<file path="config.mk">
export PLATFORM = sky130hd
export DESIGN_NAME = piso_ser_flat
export DESIGN_NICKNAME = d
export VERILOG_FILES = /design/src/rtl/piso_ser_pkg.sv /design/src/rtl/piso_ser_if.sv /design/src/rtl/piso_ser.sv /design/src/flat_wrapper.sv
export SDC_FILE = /design/constraint.sdc
export NUM_CORES = 1
export LEC_CHECK = 0
export CORE_MARGIN = 5
export CORE_UTILIZATION = 40
export DETAILED_ROUTE_END_ITERATION = 10
export PLACE_DENSITY = 0.6
export SYNTH_ARGS = -nofsm -noshare
export SYNTH_HDL_FRONTEND = slang
export SYNTH_SLANG_ARGS = --single-unit
export TNS_END_PERCENT = 30
</file>
<file path="constraint.sdc">
create_clock -name clk -period 5.17 [get_ports clk]
set_clock_uncertainty 0.1 [all_clocks]
set_input_delay 1.2925 -clock clk [delete_from_list [all_inputs] [get_ports clk]]
set_output_delay 1.2925 -clock clk [all_outputs]
set_load 0.02 [all_outputs]
</file>
<file path="src/rtl/piso_ser_pkg.sv">
// ----------------------------------------------------------------------------
// piso_ser_pkg
//   Items shared by piso_ser and the blocks around it: the FSM state
//   encoding (IDLE=0, SHIFT=1) and the default parallel word width.
// ----------------------------------------------------------------------------
package piso_ser_pkg;

   localparam int DEFAULT_WIDTH = 8;

   typedef enum logic {
      S_IDLE  = 1'b0,   // nothing shifting
      S_SHIFT = 1'b1    // a word is on its way out of the shifter
   } piso_state_e;

endpackage

</file>
<file path="src/rtl/piso_ser_if.sv">
// ----------------------------------------------------------------------------
// piso_ser_if
//   Bundles the parallel input handshake and the serial output of piso_ser.
//
//   Handshake (din side): a word moves on a rising clk edge where
//   din_vld=1 and din_rdy=1. din_rdy never depends on din_vld, so the
//   upstream may hold din_vld high while din_rdy is low; din is only
//   sampled on an edge where both are high.
//
//   Signals
//     din        parallel word                      (master -> slave)
//     din_vld    din holds a valid word             (master -> slave)
//     din_rdy    serializer accepts a word          (slave  -> master)
//     dout       serial bit, registered             (slave  -> master)
//     dout_vld   dout carries a payload bit         (slave  -> master)
//     busy       a word is shifting or buffered     (slave  -> master)
//     dbg_state  current FSM state, for observation (slave  -> master)
// ----------------------------------------------------------------------------
interface piso_ser_if #(
   parameter int WIDTH = piso_ser_pkg::DEFAULT_WIDTH
);
   import piso_ser_pkg::*;

   logic [WIDTH-1:0] din;
   logic             din_vld;
   logic             din_rdy;
   logic             dout;
   logic             dout_vld;
   logic             busy;
   piso_state_e      dbg_state;

   modport master (
      output din, din_vld,
      input  din_rdy, dout, dout_vld, busy, dbg_state
   );

   modport slave (
      input  din, din_vld,
      output din_rdy, dout, dout_vld, busy, dbg_state
   );

endinterface

</file>
<file path="src/rtl/piso_ser.sv">
// ----------------------------------------------------------------------------
// piso_ser
//   Parallel-in / serial-out converter with a one-entry holding register,
//   so consecutive words stream out with no idle bit between them.
//
//   Parameters
//     WIDTH      parallel word width, 2..32
//     MSB_FIRST  1: bit WIDTH-1 leaves first, 0: bit 0 leaves first
//
//   Ports
//     clk        rising-edge clock
//     rst        synchronous, active-high reset
//     bus        piso_ser_if slave modport (din/din_vld/din_rdy in,
//                dout/dout_vld/busy/dbg_state out)
//
//   Latency: a word accepted on edge N shows its first bit on dout in the
//   cycle after edge N. dout_vld is high for exactly WIDTH cycles per word.
// ----------------------------------------------------------------------------
module piso_ser
   import piso_ser_pkg::*;
#(
   parameter int WIDTH     = DEFAULT_WIDTH,
   parameter int MSB_FIRST = 1
) (
   input  logic         clk,
   input  logic         rst,
   piso_ser_if.slave    bus
);

   localparam int             CW   = $clog2(WIDTH);
   localparam logic [CW-1:0]  LAST = CW'(WIDTH - 1);

   piso_state_e      state_q, state_d;
   logic [CW-1:0]    cnt_q, cnt_d;
   logic [WIDTH-1:0] sh_q, sh_d;
   logic [WIDTH-1:0] hold_q, hold_d;
   logic             hold_vld_q, hold_vld_d;
   logic             dout_q, dout_d;
   logic             dout_vld_q, dout_vld_d;

   logic             din_rdy;
   logic             xfer;

   // Bit that leaves first from a word in the shifter.
   function automatic logic first_bit(input logic [WIDTH-1:0] w);
      return (MSB_FIRST != 0) ? w[WIDTH-1] : w[0];
   endfunction

   // Shifter contents after its leading bit has been sent.
   function automatic logic [WIDTH-1:0] advance(input logic [WIDTH-1:0] w);
      return (MSB_FIRST != 0) ? (w << 1) : (w >> 1);
   endfunction

   // Ready only looks at the holding register: while the shifter is busy an
   // arriving word parks in hold, and at the last bit the shifter reloads
   // from hold (or straight from din if hold is empty).
   assign din_rdy = !hold_vld_q && !rst;
   assign xfer    = bus.din_vld && din_rdy;

   always_comb begin
      state_d    = state_q;
      cnt_d      = cnt_q;
      sh_d       = sh_q;
      hold_d     = hold_q;
      hold_vld_d = hold_vld_q;
      dout_d     = 1'b0;
      dout_vld_d = 1'b0;

      unique case (state_q)
         S_IDLE: begin
            if (xfer) begin
               state_d    = S_SHIFT;
               cnt_d      = '0;
               dout_d     = first_bit(bus.din);
               dout_vld_d = 1'b1;
               sh_d       = advance(bus.din);
            end
         end

         S_SHIFT: begin
            if (cnt_q == LAST) begin
               // Last bit of the current word is on dout now.
               if (hold_vld_q) begin
                  cnt_d      = '0;
                  dout_d     = first_bit(hold_q);
                  dout_vld_d = 1'b1;
                  sh_d       = advance(hold_q);
                  hold_vld_d = 1'b0;
               end else if (xfer) begin
                  cnt_d      = '0;
                  dout_d     = first_bit(bus.din);
                  dout_vld_d = 1'b1;
                  sh_d       = advance(bus.din);
               end else begin
                  state_d = S_IDLE;
                  cnt_d   = '0;
               end
            end else begin
               cnt_d      = cnt_q + CW'(1);
               dout_d     = first_bit(sh_q);
               dout_vld_d = 1'b1;
               sh_d       = advance(sh_q);
               if (xfer) begin
                  hold_d     = bus.din;
                  hold_vld_d = 1'b1;
               end
            end
         end

         default: begin
            state_d = S_IDLE;
         end
      endcase
   end

   always_ff @(posedge clk) begin
      if (rst) begin
         state_q    <= S_IDLE;
         cnt_q      <= '0;
         sh_q       <= '0;
         hold_q     <= '0;
         hold_vld_q <= 1'b0;
         dout_q     <= 1'b0;
         dout_vld_q <= 1'b0;
      end else begin
         state_q    <= state_d;
         cnt_q      <= cnt_d;
         sh_q       <= sh_d;
         hold_q     <= hold_d;
         hold_vld_q <= hold_vld_d;
         dout_q     <= dout_d;
         dout_vld_q <= dout_vld_d;
      end
   end

   assign bus.din_rdy   = din_rdy;
   assign bus.dout      = dout_q;
   assign bus.dout_vld  = dout_vld_q;
   assign bus.busy      = (state_q == S_SHIFT) || hold_vld_q;
   assign bus.dbg_state = state_q;

endmodule

</file>
<file path="src/flat_wrapper.sv">
// flat-port wrapper written by rule: the top's interface ports become plain ports
module piso_ser_flat import piso_ser_pkg::*;
#(
   parameter int WIDTH     = DEFAULT_WIDTH,
   parameter int MSB_FIRST = 1
)
  (clk, rst, bus_din, bus_din_vld, bus_din_rdy, bus_dout, bus_dout_vld, bus_busy, bus_dbg_state);
  piso_ser_if #(.WIDTH(WIDTH)) bus_i ();
  input  logic clk;
  input  logic rst;
  input wire logic [$bits(bus_i.din)-1:0] bus_din;
  input wire logic [$bits(bus_i.din_vld)-1:0] bus_din_vld;
  output wire logic [$bits(bus_i.din_rdy)-1:0] bus_din_rdy;
  output wire logic [$bits(bus_i.dout)-1:0] bus_dout;
  output wire logic [$bits(bus_i.dout_vld)-1:0] bus_dout_vld;
  output wire logic [$bits(bus_i.busy)-1:0] bus_busy;
  output wire logic [$bits(bus_i.dbg_state)-1:0] bus_dbg_state;
  assign bus_i.din = bus_din;
  assign bus_i.din_vld = bus_din_vld;
  assign bus_din_rdy = bus_i.din_rdy;
  assign bus_dout = bus_i.dout;
  assign bus_dout_vld = bus_i.dout_vld;
  assign bus_busy = bus_i.busy;
  assign bus_dbg_state = bus_i.dbg_state;
  piso_ser #(.WIDTH(WIDTH), .MSB_FIRST(MSB_FIRST)) u_core (.clk(clk), .rst(rst), .bus(bus_i));
endmodule
</file>
==> impl_table.tex, run 1 <==
\begin{tabular}{lr}
\hline
Metric & Value \\
\hline
\multicolumn{2}{l}{\textbf{GRT}} \\
Maximum number of pins on one net before global-route repair & 21 \\
Wire length of the first global-routing pass & 4060 um \\
Met3 track utilization from global routing & 4.34\% \\
GR Util met1 & 19.4\% \\
Vias in the first global route & slightly above 800 \\
Total congestion overflow & 0 \\
Number of antenna violations at the first check in global routing & 0 \\
Routing layer with the top usage in global route & met2 \\
Routing usage on met2 & 22.0\% \\
Global-route total usage across every layer & around 14\% \\
\multicolumn{2}{l}{\textbf{Clock tree}} \\
Number of H-tree levels & 1 \\
Number of clock sinks & 22 \\
TritonCTS clock tree & yes \\
TritonCTS Buffers & 3 \\
Buffers inserted during post-CTS setup optimization & 0 \\
Buffers from clock root to sink, at most & 2 \\
Reg clk slew, reported paths & 130 ps \\
Cts hold-fix bufs & 0 \\
Worst-Skew Late Latency & $\sim$310 ps \\
Total of cells resized after clock tree synthesis & 0 \\
Clock root buffer & sky130\_fd\_sc\_hd\_\_clkbuf\_4 \\
\multicolumn{2}{l}{\textbf{Yosys}} \\
Warnings, synthesis & 0 \\
Post-synth top flop & sky130\_fd\_sc\_hd\_\_dfxtp\_1 \\
Gate Count Post-Synth & $\sim$120 \\
Number of synthesized flops with an enable pin & 0 \\
Area leader, netlist & sky130\_fd\_sc\_hd\_\_dfxtp\_1 \\
Syn avg cell area & 9.15 um2 \\
Share of Yosys cell area claimed by the top area cell type & 40.8\% \\
Synthesized netlist net count & 131 \\
Proportion of synthesized chip area in sequential cells & 40.8\% \\
Number of different library cells in the post-synthesis netlist & 28 \\
Async S/R FF share, synth & 0\% \\
Netlist area before placement & about 1100 um2 \\
Leading post-synthesis cells by cell area & sky130\_fd\_sc\_hd\_\_dfxtp\_1 (41\%), sky130\_fd\_sc\_hd\_\_o21ai\_2 (6.5\%), sky130\_fd\_sc\_hd\_\_nor2b\_1 (6.4\%) \\
Register bit total from synthesis & 22 \\
\multicolumn{2}{l}{\textbf{Critical path}} \\
CP Class & primary input to output port \\
Worst setup path endpoint & bus\_din\_rdy \\
Largest driver fanout on the critical path & 2 \\
Crit path DAT & around 2500 ps \\
Critical Path Source & rst \\
Startpoint of the lowest-slack register-to-register path & u\_core.cnt\_q[0]\$\_SDFFE\_PP0P\_ \\
FF-to-FF path depth & 5 \\
R2R setup slack & 2820 ps \\
Setup crit end kind & output port \\
Crit path required time & between 3000 and 4000 ps \\
Worst setup SP type & primary input \\
Reg2Reg Capture Point & u\_core.sh\_q[4]\$\_SDFF\_PP0\_ \\
\multicolumn{2}{l}{\textbf{Power}} \\
Register share of total power & 57.9\% \\
Combinational share of power & 17.8\% \\
Power density of the placed cells & $\sim$260 nW/um2 \\
Leakage power figure & 0.454 nW \\
Total net switching power & 89.5 uW \\
Clock network fraction of design power & 24.3\% \\
Internal power summed over all cells & 231 uW \\
Max rail drop VDD & 227 uV \\
Switching portion of total power & 27.9\% \\
\multicolumn{2}{l}{\textbf{Final layout}} \\
Synthesis-to-finish area growth & 14.1\% \\
Post-Layout Cell Count & 156 \\
Multi-input gate area in the final layout & 574 um2 \\
FF+latch area & 440 um2 \\
Proportion of layout cells with a drive suffix above 1 & 11.9\% \\
Total inserted antenna cells & 0 \\
Number of fillers in the final layout & 258 \\
Nets & 141 \\
\multicolumn{2}{l}{\textbf{Routing}} \\
Residual antenna-violating net count after detailed routing & 0 \\
DRC violations left & 0 \\
Via Count & about 900 \\
Number of detailed-route iterations in the first pass & 4 \\
Total wire length & 2420 um \\
Wire length per cell after detailed routing & 15.5 um \\
Number of DRC markers in iteration 0 & 42 \\
Per-cell via count in the routed design & 5.62 \\
\multicolumn{2}{l}{\textbf{Timing}} \\
Worst rel slew slack & 43.2\% \\
Accumulated negative setup slack & 0 ps \\
Achievable frequency & 259 MHz \\
RSZ-0062 raised after global routing & false \\
Pins over their slew limit & 0 \\
Final Hold Fails & 0 \\
Slew @ Worst Pin & 852 ps \\
Period Utilization, post-route & 74.8\% \\
Shortest period the worst path allows & between 3000 and 4000 ps \\
Count of endpoints failing setup in the final report & 0 \\
\multicolumn{2}{l}{\textbf{Run}} \\
Maximum capacitance violations & 0 \\
\multicolumn{2}{l}{\textbf{Die}} \\
Chip Height & around 62 um \\
Number of top-level pins & 16 \\
Area of the core & $\sim$2500 um2 \\
DIE WIDTH & $\sim$62 um \\
Full die area & 3840 um2 \\
Site row count & 18 \\
Initial core utilization & between 40\% and 50\% \\
\multicolumn{2}{l}{\textbf{Worst hold path}} \\
Class of the tightest hold or removal check & register to register \\
\multicolumn{2}{l}{\textbf{Placement}} \\
Dpl hpwl & $\sim$1600 um \\
IO Port Bufs & 15 \\
Routability cong. & approximately 0.7 \\
Placed cells & 153 \\
\multicolumn{2}{l}{\textbf{Run status}} \\
Status & completed \\
\hline
\end{tabular}
[routing by layer]
layer / part of all wire (%) / up-vias
met2: 45 / 24
met5: 0 / -
met4: 0.78 / 0
met1: 49 / 407
met3: 4.5 / 2
li1: - / 444
[layout make-up]
cell class                 instances  share of cell area [%]
multi-input combinational         85                    46.6
tap                               30                    3.05
timing repair buffer              16                    12.8
clock buffer                       3                    1.83
sequential                        22                    35.7
[how the worst min path moves through the flow]
stage                                        from                             to  slack (ps)  cells after the start
floorplan           u_core.hold_q[3]$_SDFFE_PP0P_  u_core.hold_q[3]$_SDFFE_PP0P_         340                      2
global placement    u_core.hold_q[7]$_SDFFE_PP0P_  u_core.hold_q[7]$_SDFFE_PP0P_         340                      2
detailed placement  u_core.hold_q[7]$_SDFFE_PP0P_  u_core.hold_q[7]$_SDFFE_PP0P_         350                      2
CTS                 u_core.hold_q[7]$_SDFFE_PP0P_  u_core.hold_q[7]$_SDFFE_PP0P_         370                      2
global route        u_core.hold_q[3]$_SDFFE_PP0P_  u_core.hold_q[3]$_SDFFE_PP0P_         390                      2
finish              u_core.hold_q[7]$_SDFFE_PP0P_  u_core.hold_q[7]$_SDFFE_PP0P_         370                      2
[flip-flops by register name (all words and copies together) (netlist names)]
name and flops:
u_core.sh_q 8, u_core.bus.dout 1, u_core.hold_q 8, u_core.hold_vld_q 1, u_core.cnt_q 3, u_core.bus.dout_vld 1
[critical path, cell delays in order]
cell                              delay [ps]
sky130_fd_sc_hd__clkdlybuf4s50_1         450
sky130_fd_sc_hd__nor2_1                  110
sky130_fd_sc_hd__clkdlybuf4s50_1         620
[synthesized netlist by cell type (all sizes together) (3+ instances only)]
cell type  count
nand3b         3
nor2b         11
clkbuf         3
nor2           3
a31oi          6
mux2i          6
a21oi         13
nand2b         4
nand3          9
o22ai          7
o21ai         10
buf            8
dfxtp         22
[placed cells by master, fill, tap and decap left out]
cell type,count
sky130_fd_sc_hd__a2111oi_1,1
sky130_fd_sc_hd__a2111oi_2,1
sky130_fd_sc_hd__a211oi_1,1
sky130_fd_sc_hd__a21o_1,1
sky130_fd_sc_hd__a21oi_1,13
sky130_fd_sc_hd__a31oi_1,6
sky130_fd_sc_hd__and3_1,1
sky130_fd_sc_hd__and3b_1,1
sky130_fd_sc_hd__buf_4,1
sky130_fd_sc_hd__clkbuf_4,3
sky130_fd_sc_hd__clkdlybuf4s50_1,15
sky130_fd_sc_hd__dfxtp_1,22
sky130_fd_sc_hd__ha_1,2
sky130_fd_sc_hd__mux2i_1,6
sky130_fd_sc_hd__nand2_1,2
sky130_fd_sc_hd__nand2b_1,4
sky130_fd_sc_hd__nand3_1,9
sky130_fd_sc_hd__nand3b_1,3
sky130_fd_sc_hd__nor2_1,3
sky130_fd_sc_hd__nor2b_1,11
sky130_fd_sc_hd__nor3b_2,1
sky130_fd_sc_hd__o21ai_0,2
sky130_fd_sc_hd__o21ai_2,8
sky130_fd_sc_hd__o22ai_1,7
sky130_fd_sc_hd__or2_2,1
sky130_fd_sc_hd__or3b_1,1
[cells by family after synthesis]
logic type               count (synthesis)  synth area share, %
buffers and inverters                   11                 6.03
AO/OA/AOI/OAI                           40                 24.7
adder cells (fa/ha/maj)                  2                 2.32
flip-flops                              22                 40.8
multiplexers                             6                 5.56
AND/OR/NAND/NOR                         37                 20.6
[power groups by stage]
| stage | logic (mW) | clock network [mW] | registers, mW |
|---|---|---|---|
| 4_1_cts | 0.0578 | 0.0792 | 0.186 |
| 5_1_grt | 0.0623 | 0.0866 | 0.187 |
| 6_report | 0.0572 | 0.0779 | 0.186 |
| 3_5_place_dp | 0.0575 | 0 | 0.189 |
| 2_1_floorplan | 0.0406 | 0 | 0.186 |
| 3_3_place_gp | 0.0572 | 0 | 0.189 |
[metrics by stage]
| stage | util, % | total power [mW] | worst slack [ps] | cell area, um2 | hold slack (ps) |
|---|---|---|---|---|---|
| after floorplan | - | 0.227 | 1770 | 1080 | 338 |
| final | 48.9 | 0.321 | 1300 | 1230 | 366 |
| after CTS | 48.9 | 0.323 | 1280 | 1230 | 368 |
| after global placement | 48.0 | 0.246 | 1280 | 1210 | 344 |
| after global routing | 48.9 | 0.336 | 1270 | 1230 | 390 |
| after detailed placement | 48.0 | 0.247 | 1290 | 1210 | 352 |
Note: power is estimated with default switching activity, not from simulation.
==> run 2: changes to the inputs <==
Clock period 5.17 ns to 3.8 ns, I/O delays scaled along.
==> impl_table.tex, run 2 (synthesis results as in run 1) <==
\begin{tabular}{lr}
\hline
Metric & Value \\
\hline
\multicolumn{2}{l}{\textbf{Run status}} \\
Status & completed \\
\multicolumn{2}{l}{\textbf{Placement}} \\
Routability cong. & 0.733 (+5.0\%) \\
IO Port Bufs & 15 (unchanged) \\
Area of placed instances & 1220 um2 (+0.62\%) \\
Dpl hpwl & 1610 um (+3.2\%) \\
Placed cells & 154 (+0.65\%) \\
\multicolumn{2}{l}{\textbf{Routing}} \\
Via Count & 924 (+5.4\%) \\
Residual antenna-violating net count after detailed routing & 0 (unchanged) \\
Total wire length & 2510 um (+3.6\%) \\
Per-cell via count in the routed design & 5.89 (+4.7\%) \\
DRC violations left & 0 (unchanged) \\
Number of DRC markers in iteration 0 & 43 (+2.4\%) \\
Number of detailed-route iterations in the first pass & 4 (unchanged) \\
Wire length per cell after detailed routing & 16.0 um (+3.0\%) \\
\multicolumn{2}{l}{\textbf{Die}} \\
Number of top-level pins & 16 (unchanged) \\
Chip Height & 62.0 um (unchanged) \\
DIE WIDTH & 62.0 um (unchanged) \\
Area of the core & 2520 um2 (unchanged) \\
Full die area & 3840 um2 (unchanged) \\
Initial core utilization & 42.8\% (unchanged) \\
Site row count & 18 (unchanged) \\
\multicolumn{2}{l}{\textbf{Critical path}} \\
Critical Path, Cell by Cell & clkdlybuf4s50\_1, nor2\_1, clkdlybuf4s50\_1 \\
Cell type with the highest occurrence count on the critical path & sky130\_fd\_sc\_hd\_\_clkdlybuf4s50\_1 \\
Slowest stage cell, crit path & sky130\_fd\_sc\_hd\_\_clkdlybuf4s50\_1 \\
Crit path DAT & 2150 ps (-320 ps) \\
CP Class & primary input to output port \\
Slowest Stage Delay on Critical Path & 620 ps (about the same) \\
Largest driver fanout on the critical path & 2 (unchanged) \\
Worst setup SP type & primary input \\
Crit path required time & 2750 ps (-1030 ps) \\
Setup crit end kind & output port \\
FF-to-FF path depth & 5 (unchanged) \\
\multicolumn{2}{l}{\textbf{Timing}} \\
Period Utilization, post-route & a little over four fifths \\
Final Hold Fails & 0 (unchanged) \\
Accumulated negative setup slack & 0 ps (unchanged) \\
Shortest period the worst path allows & around 3200 ps \\
Worst rel slew slack & 41.3\% (-1.9 points) \\
Hold WS & 366 ps (+0.349 ps) \\
RSZ-0062 raised after global routing & false \\
Achievable frequency & 313 MHz \\
Pins over their slew limit & 0 (unchanged) \\
Slew @ Worst Pin & 880 ps (+27.9 ps) \\
Count of endpoints failing setup in the final report & 0 (unchanged) \\
\multicolumn{2}{l}{\textbf{GRT}} \\
Total congestion overflow & 0 (unchanged) \\
Maximum number of pins on one net before global-route repair & 21 (unchanged) \\
Vias in the first global route & 904 (+8.9\%) \\
Number of antenna violations at the first check in global routing & 0 (unchanged) \\
Global-route total usage across every layer & 15.0\% (+0.81 points) \\
Wire length of the first global-routing pass & 4160 um (+2.5\%) \\
\multicolumn{2}{l}{\textbf{Final layout}} \\
Commonest cells after routing, fill and taps aside & sky130\_fd\_sc\_hd\_\_dfxtp\_1 (22), sky130\_fd\_sc\_hd\_\_clkdlybuf4s50\_1 (15), sky130\_fd\_sc\_hd\_\_a21oi\_1 (13) \\
Synthesis-to-finish area growth & 14.8\% \\
Final instance area & 1240 um2 (+0.61\%) \\
Nets & 142 (+0.71\%) \\
Registers with the most flip-flops & u\_core.hold\_q (8), u\_core.sh\_q (8), u\_core.cnt\_q (3) \\
Total inserted antenna cells & 0 (unchanged) \\
Proportion of layout cells with a drive suffix above 1 & 12.6\% (+0.69 points) \\
Post-Layout Cell Count & 157 (+0.64\%) \\
Commonest non-fill, non-tap cell in the layout & sky130\_fd\_sc\_hd\_\_dfxtp\_1 \\
Number of fillers in the final layout & 263 (+1.9\%) \\
\multicolumn{2}{l}{\textbf{Clock tree}} \\
TritonCTS clock tree & yes \\
Cts hold-fix bufs & 0 (unchanged) \\
Buffers from clock root to sink, at most & 2 (unchanged) \\
Number of H-tree levels & 1 (unchanged) \\
Worst-Skew Late Latency & 310 ps (about the same) \\
Reg clk slew, reported paths & 120 ps (about the same) \\
Clock root buffer & sky130\_fd\_sc\_hd\_\_clkbuf\_4 \\
Number of clock sinks & 22 (unchanged) \\
Total of cells resized after clock tree synthesis & 0 (unchanged) \\
TritonCTS Buffers & 3 (unchanged) \\
Buffers inserted during post-CTS setup optimization & 0 (unchanged) \\
\multicolumn{2}{l}{\textbf{Worst hold path}} \\
Class of the tightest hold or removal check & register to register \\
Hold Path Stages & 2 (unchanged) \\
\multicolumn{2}{l}{\textbf{Power}} \\
Max rail drop VDD & 225 uV (-0.91\%) \\
Leakage power figure & 0.459 nW (+1.1\%) \\
Power density of the placed cells & 355 nW/um2 (+36\%) \\
\multicolumn{2}{l}{\textbf{Run}} \\
Maximum capacitance violations & 0 (unchanged) \\
\hline
\end{tabular}
-- run 2: cell types whose count changed in the layout (fill, tap and decap cells not counted), sizes merged --
| cell | previous run | this run |
|---|---|---|
| buf | 1 | 2 |
-- run 2: layout make-up --
| class | count | area (um2) | area share [%] |
|---|---|---|---|
| multi-input combinational | 85 | 574 | 46.3 |
| sequential | 22 | 440 | 35.5 |
| timing repair buffer | 17 | 165 | 13.3 |
| tap | 30 | 37.5 | 3.03 |
| clock buffer | 3 | 22.5 | 1.82 |
-- run 2: layer usage --
metal	routed length, um	up-vias	global-route usage [%]	share of wire (%)
met5	0	-	0	0
met4	31	0	6.97	1.2
met3	104	4	3.10	4.1
met2	1190	17	22.8	47
met1	1190	455	20.2	47
li1	-	448	-	-
-- run 2: worst max-delay path, delay by kind of cell --
kind                   cells  cell delay (ps)
buffers and inverters      2             1080
and+or+nand+nor            1              110
-- run 2: path summary, 6_finish.rpt --
kind	start	end	slack, ps
max	rst	bus_din_rdy	600
min	u_core.hold_q[7]$_SDFFE_PP0P_	u_core.hold_q[7]$_SDFFE_PP0P_	370
max reg2reg	u_core.cnt_q[0]$_SDFFE_PP0P_	u_core.sh_q[4]$_SDFF_PP0_	1420
min reg2reg	u_core.hold_q[7]$_SDFFE_PP0P_	u_core.hold_q[7]$_SDFFE_PP0P_	370
-- run 2: through the flow --
step                      power (mW)  setup slack [ps]  util [%]
after floorplan                0.308              1080         -
final                          0.441               604      49.2
after CTS                      0.446               590      49.2
after global placement         0.336               596      48.3
after global routing           0.464               544      49.2
after detailed placement       0.337               603      48.3
-- run 2: power by group --
group	internal, mW	switching, mW	total, mW
Clock	0.0370	0.0711	0.108
Sequential	0.241	0.0119	0.253
Combinational	0.0384	0.0415	0.0799
